`src/rtl/lcd_pkg.sv`:
```
// Shared LCD definitions: panel geometry defaults, ball FSM state encoding
// and RGB565 colour constants.
package lcd_pkg;

  localparam int LCD_WIDTH  = 800;
  localparam int LCD_HEIGHT = 480;

  // Ball motion FSM states (plain constants for compatibility with older tools)
  typedef logic [2:0] state_t;
  localparam state_t ST_IDLE    = 3'd0;
  localparam state_t ST_WAIT_VS = 3'd1;
  localparam state_t ST_MOVE_X  = 3'd2;
  localparam state_t ST_MOVE_Y  = 3'd3;
  localparam state_t ST_COMMIT  = 3'd4;

  // RGB565 colours
  localparam logic [4:0] WHITE_R = 5'd31;
  localparam logic [5:0] WHITE_G = 6'd63;
  localparam logic [4:0] WHITE_B = 5'd31;
  localparam logic [4:0] BLACK_R = 5'd0;
  localparam logic [5:0] BLACK_G = 6'd0;
  localparam logic [4:0] BLACK_B = 5'd0;

endpackage

```
`src/rtl/ball_overlay.sv`:
```
// Ball overlay: compares the current pixel against the ball square and
// muxes white / background / black into registered LCD colour outputs.
module ball_overlay
  import lcd_pkg::*;
#(
  parameter int BALL_SIZE = 32
) (
  input  logic        PixelClk,
  input  logic        Reset,
  input  logic [15:0] pixel_x,
  input  logic [15:0] pixel_y,
  input  logic        pixel_de,
  input  logic [4:0]  bg_R,
  input  logic [5:0]  bg_G,
  input  logic [4:0]  bg_B,
  input  logic [15:0] ball_x,
  input  logic [15:0] ball_y,
  output logic [4:0]  LCD_R,
  output logic [5:0]  LCD_G,
  output logic [4:0]  LCD_B,
  output logic        LCD_DE
);

  logic [16:0] x_end;
  logic [16:0] y_end;
  logic        hit_p0;

  // Stage p0: combinational hit test; 17-bit ends so ball near 0xFFFF cannot wrap
  always_comb begin
    x_end  = {1'b0, ball_x} + 17'(BALL_SIZE);
    y_end  = {1'b0, ball_y} + 17'(BALL_SIZE);
    hit_p0 = pixel_de
             && (pixel_x >= ball_x) && ({1'b0, pixel_x} < x_end)
             && (pixel_y >= ball_y) && ({1'b0, pixel_y} < y_end);
  end

  // Stage p1: registered colour mux and delayed data enable
  always_ff @(posedge PixelClk or posedge Reset) begin
    if (Reset) begin
      LCD_R  <= BLACK_R;
      LCD_G  <= BLACK_G;
      LCD_B  <= BLACK_B;
      LCD_DE <= 1'b0;
    end else begin
      LCD_DE <= pixel_de;
      if (hit_p0) begin
        LCD_R <= WHITE_R;
        LCD_G <= WHITE_G;
        LCD_B <= WHITE_B;
      end else if (pixel_de) begin
        LCD_R <= bg_R;
        LCD_G <= bg_G;
        LCD_B <= bg_B;
      end else begin
        LCD_R <= BLACK_R;
        LCD_G <= BLACK_G;
        LCD_B <= BLACK_B;
      end
    end
  end

endmodule

```
`src/rtl/ball_motion_ctrl.sv`:
```
// Bouncing ball controller: once per frame (VSYNC rising edge) steps the
// ball position axis by axis into shadow registers, then commits both at
// once so the visible position never shows a half-updated frame.
module ball_motion_ctrl
  import lcd_pkg::*;
#(
  parameter int WIDTH     = LCD_WIDTH,
  parameter int HEIGHT    = LCD_HEIGHT,
  parameter int BALL_SIZE = 32,
  parameter int SPEED_X   = 4,
  parameter int SPEED_Y   = 3
) (
  input  logic        PixelClk,
  input  logic        Reset,
  input  logic        Enable,
  input  logic        LCD_VSYNC,
  input  logic [15:0] pixel_x,
  input  logic [15:0] pixel_y,
  input  logic        pixel_de,
  input  logic [4:0]  bg_R,
  input  logic [5:0]  bg_G,
  input  logic [4:0]  bg_B,
  output logic [4:0]  LCD_R,
  output logic [5:0]  LCD_G,
  output logic [4:0]  LCD_B,
  output logic        LCD_DE,
  output logic [15:0] ball_x,
  output logic [15:0] ball_y,
  output logic [7:0]  bounce_cnt
);

  localparam logic [15:0] X_MAX  = 16'(WIDTH - BALL_SIZE);
  localparam logic [15:0] Y_MAX  = 16'(HEIGHT - BALL_SIZE);
  localparam logic [15:0] X_HOME = 16'((WIDTH - BALL_SIZE) / 2);
  localparam logic [15:0] Y_HOME = 16'((HEIGHT - BALL_SIZE) / 2);
  localparam logic [15:0] SPD_X  = 16'(SPEED_X);
  localparam logic [15:0] SPD_Y  = 16'(SPEED_Y);

  // One-axis step with clamping at both walls; returns {flip, next_pos}.
  // The low wall is tested before subtracting so no value ever goes negative.
  function automatic logic [16:0] bounce_step(input logic [15:0] pos,
                                              input logic        up,
                                              input logic [15:0] spd,
                                              input logic [15:0] lim);
    logic [16:0] r;
    if (up) begin
      if (({1'b0, pos} + {1'b0, spd}) >= {1'b0, lim}) r = {1'b1, lim};
      else                                             r = {1'b0, pos + spd};
    end else begin
      if (pos < spd) r = {1'b1, 16'd0};
      else           r = {1'b0, pos - spd};
    end
    return r;
  endfunction

  state_t      state;
  state_t      state_nxt;
  logic        vs_d;
  logic        frame_tick;
  logic [15:0] shadow_x;
  logic [15:0] shadow_y;
  logic        dir_x;      // 1 = moving right
  logic        dir_y;      // 1 = moving down
  logic        flip_x;
  logic        flip_y;
  logic [16:0] step_x;
  logic [16:0] step_y;

  assign frame_tick = LCD_VSYNC & ~vs_d;

  // VSYNC history; resets high so a VSYNC already high at release is not a tick
  always_ff @(posedge PixelClk or posedge Reset) begin
    if (Reset) vs_d <= 1'b1;
    else       vs_d <= LCD_VSYNC;
  end

  // Next-state logic; ticks outside WAIT_VS are dropped, not remembered
  always_comb begin
    state_nxt = state;
    case (state)
      ST_IDLE:    if (Enable) state_nxt = ST_WAIT_VS;
      ST_WAIT_VS: begin
        if (frame_tick)   state_nxt = ST_MOVE_X;
        else if (!Enable) state_nxt = ST_IDLE;
      end
      ST_MOVE_X:  state_nxt = ST_MOVE_Y;
      ST_MOVE_Y:  state_nxt = ST_COMMIT;
      ST_COMMIT:  state_nxt = Enable ? ST_WAIT_VS : ST_IDLE;
      default:    state_nxt = ST_IDLE;
    endcase
  end

  // State register
  always_ff @(posedge PixelClk or posedge Reset) begin
    if (Reset) state <= ST_IDLE;
    else       state <= state_nxt;
  end

  // Candidate next positions from the committed position and direction
  always_comb begin
    step_x = bounce_step(ball_x, dir_x, SPD_X, X_MAX);
    step_y = bounce_step(ball_y, dir_y, SPD_Y, Y_MAX);
  end

  // Position update: X in MOVE_X, Y in MOVE_Y, both made visible in COMMIT
  always_ff @(posedge PixelClk or posedge Reset) begin
    if (Reset) begin
      shadow_x   <= X_HOME;
      shadow_y   <= Y_HOME;
      ball_x     <= X_HOME;
      ball_y     <= Y_HOME;
      dir_x      <= 1'b1;
      dir_y      <= 1'b1;
      flip_x     <= 1'b0;
      flip_y     <= 1'b0;
      bounce_cnt <= 8'd0;
    end else begin
      case (state)
        ST_MOVE_X: begin
          shadow_x <= step_x[15:0];
          flip_x   <= step_x[16];
          if (step_x[16]) dir_x <= ~dir_x;
        end
        ST_MOVE_Y: begin
          shadow_y <= step_y[15:0];
          flip_y   <= step_y[16];
          if (step_y[16]) dir_y <= ~dir_y;
        end
        ST_COMMIT: begin
          ball_x <= shadow_x;
          ball_y <= shadow_y;
          // A corner hit flips both axes but is still a single bouncing frame
          if (flip_x | flip_y) bounce_cnt <= bounce_cnt + 8'd1;
        end
        default: ;
      endcase
    end
  end

  ball_overlay #(
    .BALL_SIZE (BALL_SIZE)
  ) u_overlay (
    .PixelClk (PixelClk),
    .Reset    (Reset),
    .pixel_x  (pixel_x),
    .pixel_y  (pixel_y),
    .pixel_de (pixel_de),
    .bg_R     (bg_R),
    .bg_G     (bg_G),
    .bg_B     (bg_B),
    .ball_x   (ball_x),
    .ball_y   (ball_y),
    .LCD_R    (LCD_R),
    .LCD_G    (LCD_G),
    .LCD_B    (LCD_B),
    .LCD_DE   (LCD_DE)
  );

endmodule

```
`config.mk`:
```
export PLATFORM = sky130hd
export DESIGN_NAME = ball_motion_ctrl
export DESIGN_NICKNAME = d
export VERILOG_FILES = /design/src/rtl/lcd_pkg.sv /design/src/rtl/ball_overlay.sv /design/src/rtl/ball_motion_ctrl.sv
export SDC_FILE = /design/constraint.sdc
export NUM_CORES = 1
export LEC_CHECK = 0
export CELL_PAD_IN_SITES_DETAIL_PLACEMENT = 1
export CELL_PAD_IN_SITES_GLOBAL_PLACEMENT = 1
export CORE_MARGIN = 5
export CORE_UTILIZATION = 37
export CTS_CLUSTER_DIAMETER = 30
export CTS_CLUSTER_SIZE = 28
export DETAILED_ROUTE_END_ITERATION = 6
export GPL_TIMING_DRIVEN = 0
export HOLD_SLACK_MARGIN = 0.08
export PLACE_DENSITY = 0.81
export SLEW_MARGIN = 0
export SYNTH_ARGS = -nofsm -noshare
export SYNTH_HDL_FRONTEND = slang
export SYNTH_SLANG_ARGS = --single-unit
```
`constraint.sdc`:
```
create_clock -name PixelClk -period 3.55 [get_ports PixelClk]
set_input_delay 0.8875 -clock PixelClk [delete_from_list [all_inputs] [get_ports PixelClk]]
set_output_delay 0.8875 -clock PixelClk [all_outputs]
set_load 0.01 [all_outputs]
```
Word level (Yosys, flattened, before mapping) --
Cells that the tools add are included.
Storage, ports and cells: register bits after elaboration 97, input port bits 53
Cells by class: add/subtract/negate cells 9, $lt $le $gt $ge 8, equal/unequal tests 6, mux-type cells 17, bitwise operators 5, reductions and logical operators 9
Operators by type and width (count):
- $mux 17 | 6
- $add 16x6->17 const B | 2
- $lt 16x17->1 | 2
- $ge 16x16->1 | 2
- $mux 5 | 4
- $add 16x2->17 const B | 1
- $add 16x3->17 const B | 1
- $ge 17x10->1 const B | 1
- $ge 17x9->1 const B | 1
- $add 16x2->16 const B | 1
- $add 16x3->16 const B | 1
- $lt 16x2->1 const B | 1
- $lt 16x3->1 const B | 1
- $sub 16x2->16 const B | 1
- $sub 16x3->16 const B | 1
- $pmux 3 s5 | 1
- $mux 6 | 2
- $mux 3 | 3
- $add 8x1->8 const B | 1
- $reduce_and 2->1 | 4
- $eq 3x2->1 const B | 2
- $logic_and 1x1->1 | 4
- $eq 3x1->1 const B | 1
- $eq 3x3->1 const B | 1
- 7 further kinds | 9

Logic depth before layout (Yosys ltp) --
Gate-level depths: netlist (run 1).
depth in word-level cells 6, gate-level depth with buffers 14, mapped depth without buffers 12

By module --
A second synthesis (run 1) with hierarchy kept.
Unflattened totals: cells, all modules 728, area, all modules 6775.2 um^2
Modules (own cells, without submodules):
- ball_motion_ctrl | instances 1, cells each 451, area an instance 4443.0 um^2, seq. area each 2018.2 um^2
- ball_overlay | instances 1, cells each 277, area an instance 2332.2 um^2, seq. area each 425.4 um^2

Worst setup path after synthesis (run 1) --
No wires, ideal clock.
path kind reg-to-reg, start point reg ball_x[7], end point reg u_overlay.LCD_B[0], arrival 2.690 ns, required time 3.467 ns, slack 0.777 ns, stages on the path, launching flop included 13, path buffers 2, clock period less this slack 2.773 ns, cells stage by stage dfstp_2 buf_4 nand3_1 nor3_1 xnor2_1 ha_1 or4b_1 a221oi_1 o21ai_0 a21oi_1 a22oi_1 clkbuf_1 o21ai_0
On the way: word-level cells in the longest chain between the ends 6, elaborated cells on any way between the ends 8
Ends and longest elaborated chain:
- start: declaration | RTL line ball_motion_ctrl.sv:27 | output logic [15:0] ball_x,
- start signal: assignment | RTL line ball_motion_ctrl.sv:130 | ball_x <= shadow_x;
- $add 16x6->17 / $ge 16x16->1 (equally long branches) | RTL line ball_overlay.sv:30, ball_overlay.sv:33
- $lt 16x17->1 / $logic_and 1x1->1 (equally long branches) | RTL line ball_overlay.sv:33 | && (pixel_x >= ball_x) && ({1'b0, pixel_x} < x_end)
- $logic_and 1x1->1 (*) | RTL line ball_overlay.sv:33
- $logic_and 1x1->1 (*) (2 in a row) | RTL line ball_overlay.sv:34 | && (pixel_y >= ball_y) && ({1'b0, pixel_y} < y_end);
- $mux 5 (*) | RTL line ball_overlay.sv:46 | if (hit_p0) begin
- end signal: assignment | RTL line ball_overlay.sv:53 | LCD_B <= bg_B;
- end: declaration | RTL line ball_overlay.sv:20 | output logic [4:0] LCD_B,
Mark *: on every way between the ends. The rest lies on a longest branch, timed or not. A chain may end at the register's enable or synchronous reset.

Final worst setup path (run 1) --
start point reg ball_y[5], end point reg u_overlay.LCD_R[3]
On the way: word-level cells in the longest chain between the ends 4, elaborated cells on any way between the ends 6
Ends and longest elaborated chain:
- start: declaration | RTL line ball_motion_ctrl.sv:28 | output logic [15:0] ball_y,
- start signal: assignment | RTL line ball_motion_ctrl.sv:131 | ball_y <= shadow_y;
- $add 16x6->17 / $ge 16x16->1 (equally long branches) | RTL line ball_overlay.sv:31, ball_overlay.sv:34
- $lt 16x17->1 / $logic_and 1x1->1 (equally long branches) | RTL line ball_overlay.sv:34
- $logic_and 1x1->1 (*) | RTL line ball_overlay.sv:34
- $mux 5 (*) | RTL line ball_overlay.sv:46
- end signal: assignment | RTL line ball_overlay.sv:51 | LCD_R <= bg_R;
- end: declaration | RTL line ball_overlay.sv:18 | output logic [4:0] LCD_R,
Marked as above.

==> key figures, run 1 <==
Synthesis
  • Synthesized flop and latch total: 97
  • Largest cells by area after synthesis: dfrtp_1 (32%), ha_1 (12%), xnor2_1 (7.2%)
  • Post-synth EDFFs: 0
  • Distinct cells, synth: 75
  • Top-area cell type share of the netlist area: a little under a third
  • Mapped Nets: 865
  • Prevailing post-synth register cell: dfrtp_1
  • Synth Instances: about 750
  • Synth warn: 0
  • Asr flop ratio synth: 100%
  • Syn avg cell area: about 9 µm²
  • Post-synthesis sequential area ratio: 36.8%
  • Cell Area, Synth: approximately 6600 µm²
  • Top cell type by total area after synthesis: dfrtp_1

Min path
  • HP Class: reg -> reg

Global routing
  • Met2 Usage GRT: roughly 33%
  • Grt ovf: 0
  • Vias in the first global route: ~6,300
  • Grt met3 use: 3.70%
  • Pin count of the biggest net entering global routing: 60
  • GR Util met1: 26.7%
  • Total GRT Usage: 19.8%
  • First-pass GRT wire length: 32.9 mm
  • Antenna violations before repair: 0
  • Busiest grt layer: met2

Route
  • DR WL/cell: 18.3 µm
  • Routed Antenna Nets: 0
  • WL final: slightly above 20 mm
  • # DRC: 0
  • 1st-pass router iterations: 5
  • Via count: a little over 6,000
  • Initial drt markers: 346
  • Via density per instance: roughly 5.5

Cells and area
  • Layout cells sized above 1: 9.09%
  • Fin cells: 1,109
  • Final-layout fill cell count: 2,074
  • Layout area overhead: 26.5%
  • Final Instance Area: 8410 µm²
  • ANT cells: 0
  • Total Nets Final: 991

Place
  • GPL Wtd Cong: around 0.85
  • Post-Place Cell Area: 8050 µm²
  • Dpl hpwl: 15.6 mm
  • PortBufs: roughly 110
  • Number of placed instances, taps included: 1,088

Clock tree
  • Clk Latency, worst-skew pair: 360 ps
  • CTS Buffer Depth: 2
  • Cts bufs inserted: 9
  • Clk slew on worst S/H paths: approximately 70 ps
  • Clock root buffer: clkbuf_16
  • CTS H-tree lvls: 3
  • CTS tree: done
  • Sink Count: 97

STA
  • Fin crit share: 94.1%
  • Max Freq: approximately 300 MHz
  • Fin. Hold Viols: 0
  • Final Skew: 10.9 ps
  • Setup TNS: 0 ps
  • Final Critical Period: 3340 ps
  • Max-slew violation count: 0
  • RSZ-0062 raised after global routing: no
  • Slew HR: 42.6%
  • Slew @ Worst Pin: ~850 ps
  • # setup viols final: 0

Flow run
  • Max cap viols: 0

Power
  • P_leak: 3.38 nW
  • Worst VDD drop: 0.283 mV
  • PD cells: 524 nW/µm²

Die
  • Die Footprint: 20,700 µm²
  • Num rows: 49
  • Core ar.: 17,800 µm²
  • DIE WIDTH: 144 µm
  • IO Pins: 110
  • Initial Util: 37.3%
  • Die span in y: 144 µm

Setup path
  • Crit path kind: reg -> reg
  • Worst Path Max Fanout: 10
  • Worst Path Arrival: 3610 ps
  • Worst setup EP type: flip-flop
  • Startpoint types: flip-flop
  • Worst path required time: 3820 ps

Outcome
  • Status: finished, final reports clean
synth_stat cells, types with 12 or more instances:
cell      number
dfstp_2       13
nor2_1        26
inv_1         42
o21ai_0       82
clkbuf_1      24
nand2_1       99
nor3_1        27
dfrtp_1       84
nand4_1       14
buf_2         12
ha_1          63
xnor2_1       55
a21oi_1       35
nand3_1       21
worst max-delay path: stages (launching register included):
cell and delay (ps):
dfstp_2 570, clkbuf_1 350, nand3_1 230, nor4_1 310, xnor2_1 140, ha_1 200, a21oi_2 240, o2bb2ai_1 110
a31oi_2 350, nand4_1 150, buf_4 190, clkbuf_1 190, o21ai_0 210
logic make-up after synthesis:
| logic type | share of synthesized area, % |
|---|---|
| AO/OA/AOI/OAI | 19.2 |
| XOR/XNOR | 8.17 |
| adder cells (fa/ha/maj) | 11.9 |
| buffers and inverters | 5.65 |
| flip-flops | 36.8 |
| multiplexers | 0.640 |
| AND/OR/NAND/NOR | 17.8 |
cells in the final DEF (no fill, tap or decap), drive strengths merged, types with 13 or more instances in the layout:
cell type and n:
clkbuf 34, ha 63, xnor2 55, a21oi 35, dfrtp 84, nor2 26, buf 25, nand4 15
inv 43, o21ai 82, nor3 27, nand2 100, nand3 22, clkdlybuf4s50 109, dfstp 13
state kept, by name, indices dropped and copies added (netlist names), 3 cells and up:
register	flops
ball_x	16
ball_y	16
bounce_cnt	8
shadow_x	16
shadow_y	16
state	3
u_overlay.LCD_B	5
u_overlay.LCD_G	6
u_overlay.LCD_R	5
stage by stage:
stage          setup WS (ps)  power [W]  hold WS (ps)  util, %
6_report                 209    0.00441           476     47.1
5_1_grt                0.560    0.00473           490     47.1
4_1_cts                 49.7    0.00444           484     46.9
3_5_place_dp            -366    0.00342           473     45.1
3_3_place_gp           -1460    0.00335           460     45.0
2_1_floorplan            150    0.00275           445        -
final timing paths:
path	from	endpoint	slack, ps	cells past startpoint
worst min-delay path	bounce_cnt[7]	bounce_cnt[7]	480	1
worst max-delay path	ball_y[5]	u_overlay.LCD_R[3]	210	12
min in group asynchronous	Reset	u_overlay.LCD_R[0]	920	2
max in group asynchronous	Reset	shadow_y[6]	1880	3
worst min register to register	bounce_cnt[7]	bounce_cnt[7]	480	1
worst max register to register	ball_y[5]	u_overlay.LCD_R[3]	210	12
where the power goes:
group	total [W]	internal (W)	switching, W
Sequential	0.00148	0.00131	0.000167
Combinational	0.00193	0.000853	0.00108
Clock	0.000999	0.000548	0.000451
Total	0.00441	0.00271	0.00170
cell type report:
class | count | area [µm²] | area share (%)
inverter | 45 | 171 | 2.04
timing repair buffer | 115 | 1160 | 13.7
sequential | 97 | 2440 | 29.1
buffer | 43 | 208 | 2.47
clock buffer | 10 | 229 | 2.72
clock inverter | 6 | 66.3 | 0.789
multi-input combinational | 564 | 3850 | 45.8
tap | 229 | 287 | 3.41
layer usage:
layer / routed length, µm / vias up
li1: - / 2925
met1: 9160 / 3032
met2: 9750 / 147
met3: 1070 / 26
met4: 290 / 0
met5: 0 / -
repair_timing:
action | 4_1_cts | 5_1_grt
setup buffers | 2 | 3
endpoints found under the setup margin | 16 | 17
gates resized for setup | 1 | 7
hold buffers | 0 | 0
pin swaps | 1 | 0
(Power assumes the default switching activity.)
==> run 2: changes to the inputs <==
--- a/config.mk
+++ b/config.mk
@@ -9,5 +9,5 @@
 export CELL_PAD_IN_SITES_GLOBAL_PLACEMENT = 1
 export CORE_MARGIN = 5
-export CORE_UTILIZATION = 37
+export CORE_UTILIZATION = 44
 export CTS_CLUSTER_DIAMETER = 30
 export CTS_CLUSTER_SIZE = 28
@@ -15,5 +15,5 @@
 export GPL_TIMING_DRIVEN = 0
 export HOLD_SLACK_MARGIN = 0.08
-export PLACE_DENSITY = 0.81
+export PLACE_DENSITY = 0.9
 export SLEW_MARGIN = 0
 export SYNTH_ARGS = -nofsm -noshare
==> constraint.sdc (replaced) <==
create_clock -name PixelClk -period 3.9 [get_ports PixelClk]
set_input_delay 0.585 -clock PixelClk [delete_from_list [all_inputs] [get_ports PixelClk]]
set_output_delay 0.585 -clock PixelClk [all_outputs]
set_load 0.01 [all_outputs]
==> key figures, run 2 (synthesis results as in run 1) <==
Outcome
  • Status: finished, final reports clean (unchanged)

Place
  • PortBufs: 109 (unchanged)
  • Post-Place Cell Area: 8000 µm² (was 8050 µm²)
  • Dpl hpwl: 15.9 mm (was 15.6 mm)
  • DP Worst Slack: 27.6 ps (was -366 ps)
  • Number of placed instances, taps included: 1,047 (was 1,088)
  • GPL Wtd Cong: 0.914 (was 0.852)

Die
  • Num rows: 45 (was 49)
  • Die span in y: 133 µm (was 144 µm)
  • Core ar.: 15,000 µm² (was 17,800 µm²)
  • Initial Util: 44.2% (was 37.3%)
  • IO Pins: 110 (unchanged)
  • DIE WIDTH: 133 µm (was 144 µm)
  • Die Footprint: 17,700 µm² (was 20,700 µm²)

STA
  • Fin crit share: 92.8% (was 94.1%)
  • RSZ-0062 raised after global routing: no (unchanged)
  • Setup TNS: 0 ps (unchanged)
  • Final Skew: 14.2 ps (was 10.9 ps)
  • Final Critical Period: 3620 ps (was 3340 ps)
  • Max-slew violation count: 0 (unchanged)
  • Fin. Hold Viols: 0 (unchanged)
  • # setup viols final: 0 (unchanged)
  • Max Freq: 276 MHz (was 299 MHz)
  • Slew HR: 44.4% (was 42.6%)
  • Final critical-path setup slack: 281 ps (was 209 ps)
  • Slew @ Worst Pin: 828 ps (was 854 ps)

Global routing
  • GR Util met1: 29.8% (was 26.7%)
  • Total GRT Usage: 23.8% (was 19.8%)
  • First-pass GRT wire length: 34.0 mm (was 32.9 mm)
  • Antenna violations before repair: 0 (unchanged)
  • Grt met3 use: 3.16% (was 3.70%)
  • Pin count of the biggest net entering global routing: 53 (was 60)
  • Met2 Usage GRT: 42.7% (was 33.4%)
  • Grt ovf: 0 (unchanged)
  • Vias in the first global route: 6,535 (was 6,290)
  • Busiest grt layer: met2 (unchanged)

Cells and area
  • Layout area overhead: 25.1% (was 26.5%)
  • Final Instance Area: 8310 µm² (was 8410 µm²)
  • Most frequent cells in the layout: clkdlybuf4s50_1 (109), nand2_1 (99), dfrtp_1 (84) (was clkdlybuf4s50_1 (109), nand2_1 (99), dfrtp_1 (83))
  • Layout cells sized above 1: 8.11% (was 9.09%)
  • Fin cells: 1,064 (was 1,109)
  • Total Nets Final: 987 (was 991)
  • ANT cells: 0 (unchanged)
  • Commonest non-fill, non-tap cell in the layout: clkdlybuf4s50_1 (unchanged)

Route
  • Routed Antenna Nets: 0 (unchanged)
  • Initial drt markers: 446 (was 346)
  • DR WL/cell: 19.7 µm (was 18.3 µm)
  • 1st-pass router iterations: 5 (unchanged)
  • Via density per instance: 5.92 (was 5.53)
  • # DRC: 0 (unchanged)
  • WL final: 21.0 mm (was 20.3 mm)
  • Via count: 6,294 (was 6,130)

Flow run
  • Max cap viols: 0 (unchanged)

Setup path
  • Worst-case reg-to-reg path depth: 13 (was 12)
  • Worst setup EP type: flip-flop (unchanged)
  • Worst R2R End: u_overlay.LCD_B[2] (was u_overlay.LCD_R[3])
  • Crit path kind: reg -> reg (unchanged)
  • Worst Path Max Fanout: 10 (unchanged)
  • Worst Path Arrival: 3890 ps (was 3610 ps)
  • FF-to-FF setup slack: 280 ps (was 210 ps)
  • Worst path required time: 4170 ps (was 3820 ps)
  • R2r startpoint: ball_y[7] (was ball_y[5])
  • Startpoint types: flip-flop (unchanged)

Power
  • P_leak: 3.38 nW (about the same)
  • PD cells: 486 nW/µm² (was 524 nW/µm²)
  • Worst VDD drop: 0.239 mV (was 0.283 mV)

Clock tree
  • CTS Buffer Depth: 2 (unchanged)
  • Clock root buffer: clkbuf_16 (unchanged)
  • CTS tree: done (unchanged)
  • Sink Count: 97 (unchanged)
  • Cts bufs inserted: 9 (unchanged)
  • Cts-stage hold buffer count: 0 (unchanged)
  • Clk slew on worst S/H paths: 80 ps (was 70 ps)
  • CTS H-tree lvls: 3 (unchanged)
  • Clk Latency, worst-skew pair: 360 ps (about the same)

Min path
  • HP Class: reg -> reg (unchanged)
  • Worst Hold End: ball_y[11] (was bounce_cnt[7])
  • Worst Hold Depth: 2 (was 1)
  • Hold_sp: shadow_y[11] (was bounce_cnt[7])
-- run 2: cell count changes in the layout (fill, tap and decap cells not counted), sizes merged --
cell,before,now
bufinv,1,0
clkinvlp,3,0
clkbuf,34,33
inv,43,45
buf,25,21
clkinv,4,7
-- run 2: repair_timing --
item                       4_1_cts  5_1_grt
cloned                           0        0
setup buffers                    1        0
pin swaps                        1        0
setup endpoints to repair        1        2
resized for setup                0        1
-- run 2: worst max-delay path by stage --
stage / startpoint / endpoint / slack [ps] / depth (start not counted)
finish: ball_y[7] / u_overlay.LCD_B[2] / 280 / 13
global route: ball_y[6] / u_overlay.LCD_B[2] / 20 / 13
CTS: ball_y[6] / u_overlay.LCD_B[2] / 300 / 13
detailed placement: ball_y[6] / u_overlay.LCD_B[2] / 30 / 12
global placement: Reset / ball_y[12] / -760 / 2
floorplan: Reset / ball_x[0] / 800 / 1
-- run 2: critical path, cell delays in order (launching register included) --
cell	delay (ps)
dfstp_2	540
buf_2	190
nand4_1	280
nor2_1	260
nand3_1	120
xnor2_1	150
ha_1	290
a21oi_1	370
o2bb2ai_1	140
a31oi_2	340
nand4_1	180
buf_4	220
clkbuf_1	210
o21ai_0	240
-- run 2: routing by layer --
layer / vias up / share of wire [%] / wire (µm)
li1: 2920 / - / -
met1: 3111 / 42 / 8820
met2: 214 / 51 / 10600
met3: 49 / 5.2 / 1100
met4: 0 / 2.2 / 456
met5: - / 0 / 0
-- run 2: cell type report --
class | count | area, µm²
fillers | 1723 | 6720
clock buffers | 9 | 225
well taps | 188 | 235
multi-input cells | 564 | 3830
flip-flops and latches | 97 | 2440
clock inverters | 7 | 71.3
plain buffers | 43 | 206
repair buffers | 111 | 1130
inverters | 45 | 171
-- run 2: stage by stage --
| stage | utilization [%] | power, W | hold slack [ps] |
|---|---|---|---|
| floorplan | - | 0.00250 | 445 |
| detailed placement | 53.2 | 0.00312 | 471 |
| finish | 55.3 | 0.00404 | 480 |
| global placement | 53.0 | 0.00303 | 461 |
| global route | 55.3 | 0.00429 | 503 |
| CTS | 55.3 | 0.00405 | 487 |
-- run 2: report_power, final --
group | switching, W | leakage, nW | internal, W
Clock | 0.000440 | 0.145 | 0.000451
Sequential | 0.000158 | 1.24 | 0.00119
Combinational | 0.00102 | 1.99 | 0.000778
Total | 0.00162 | 3.38 | 0.00242
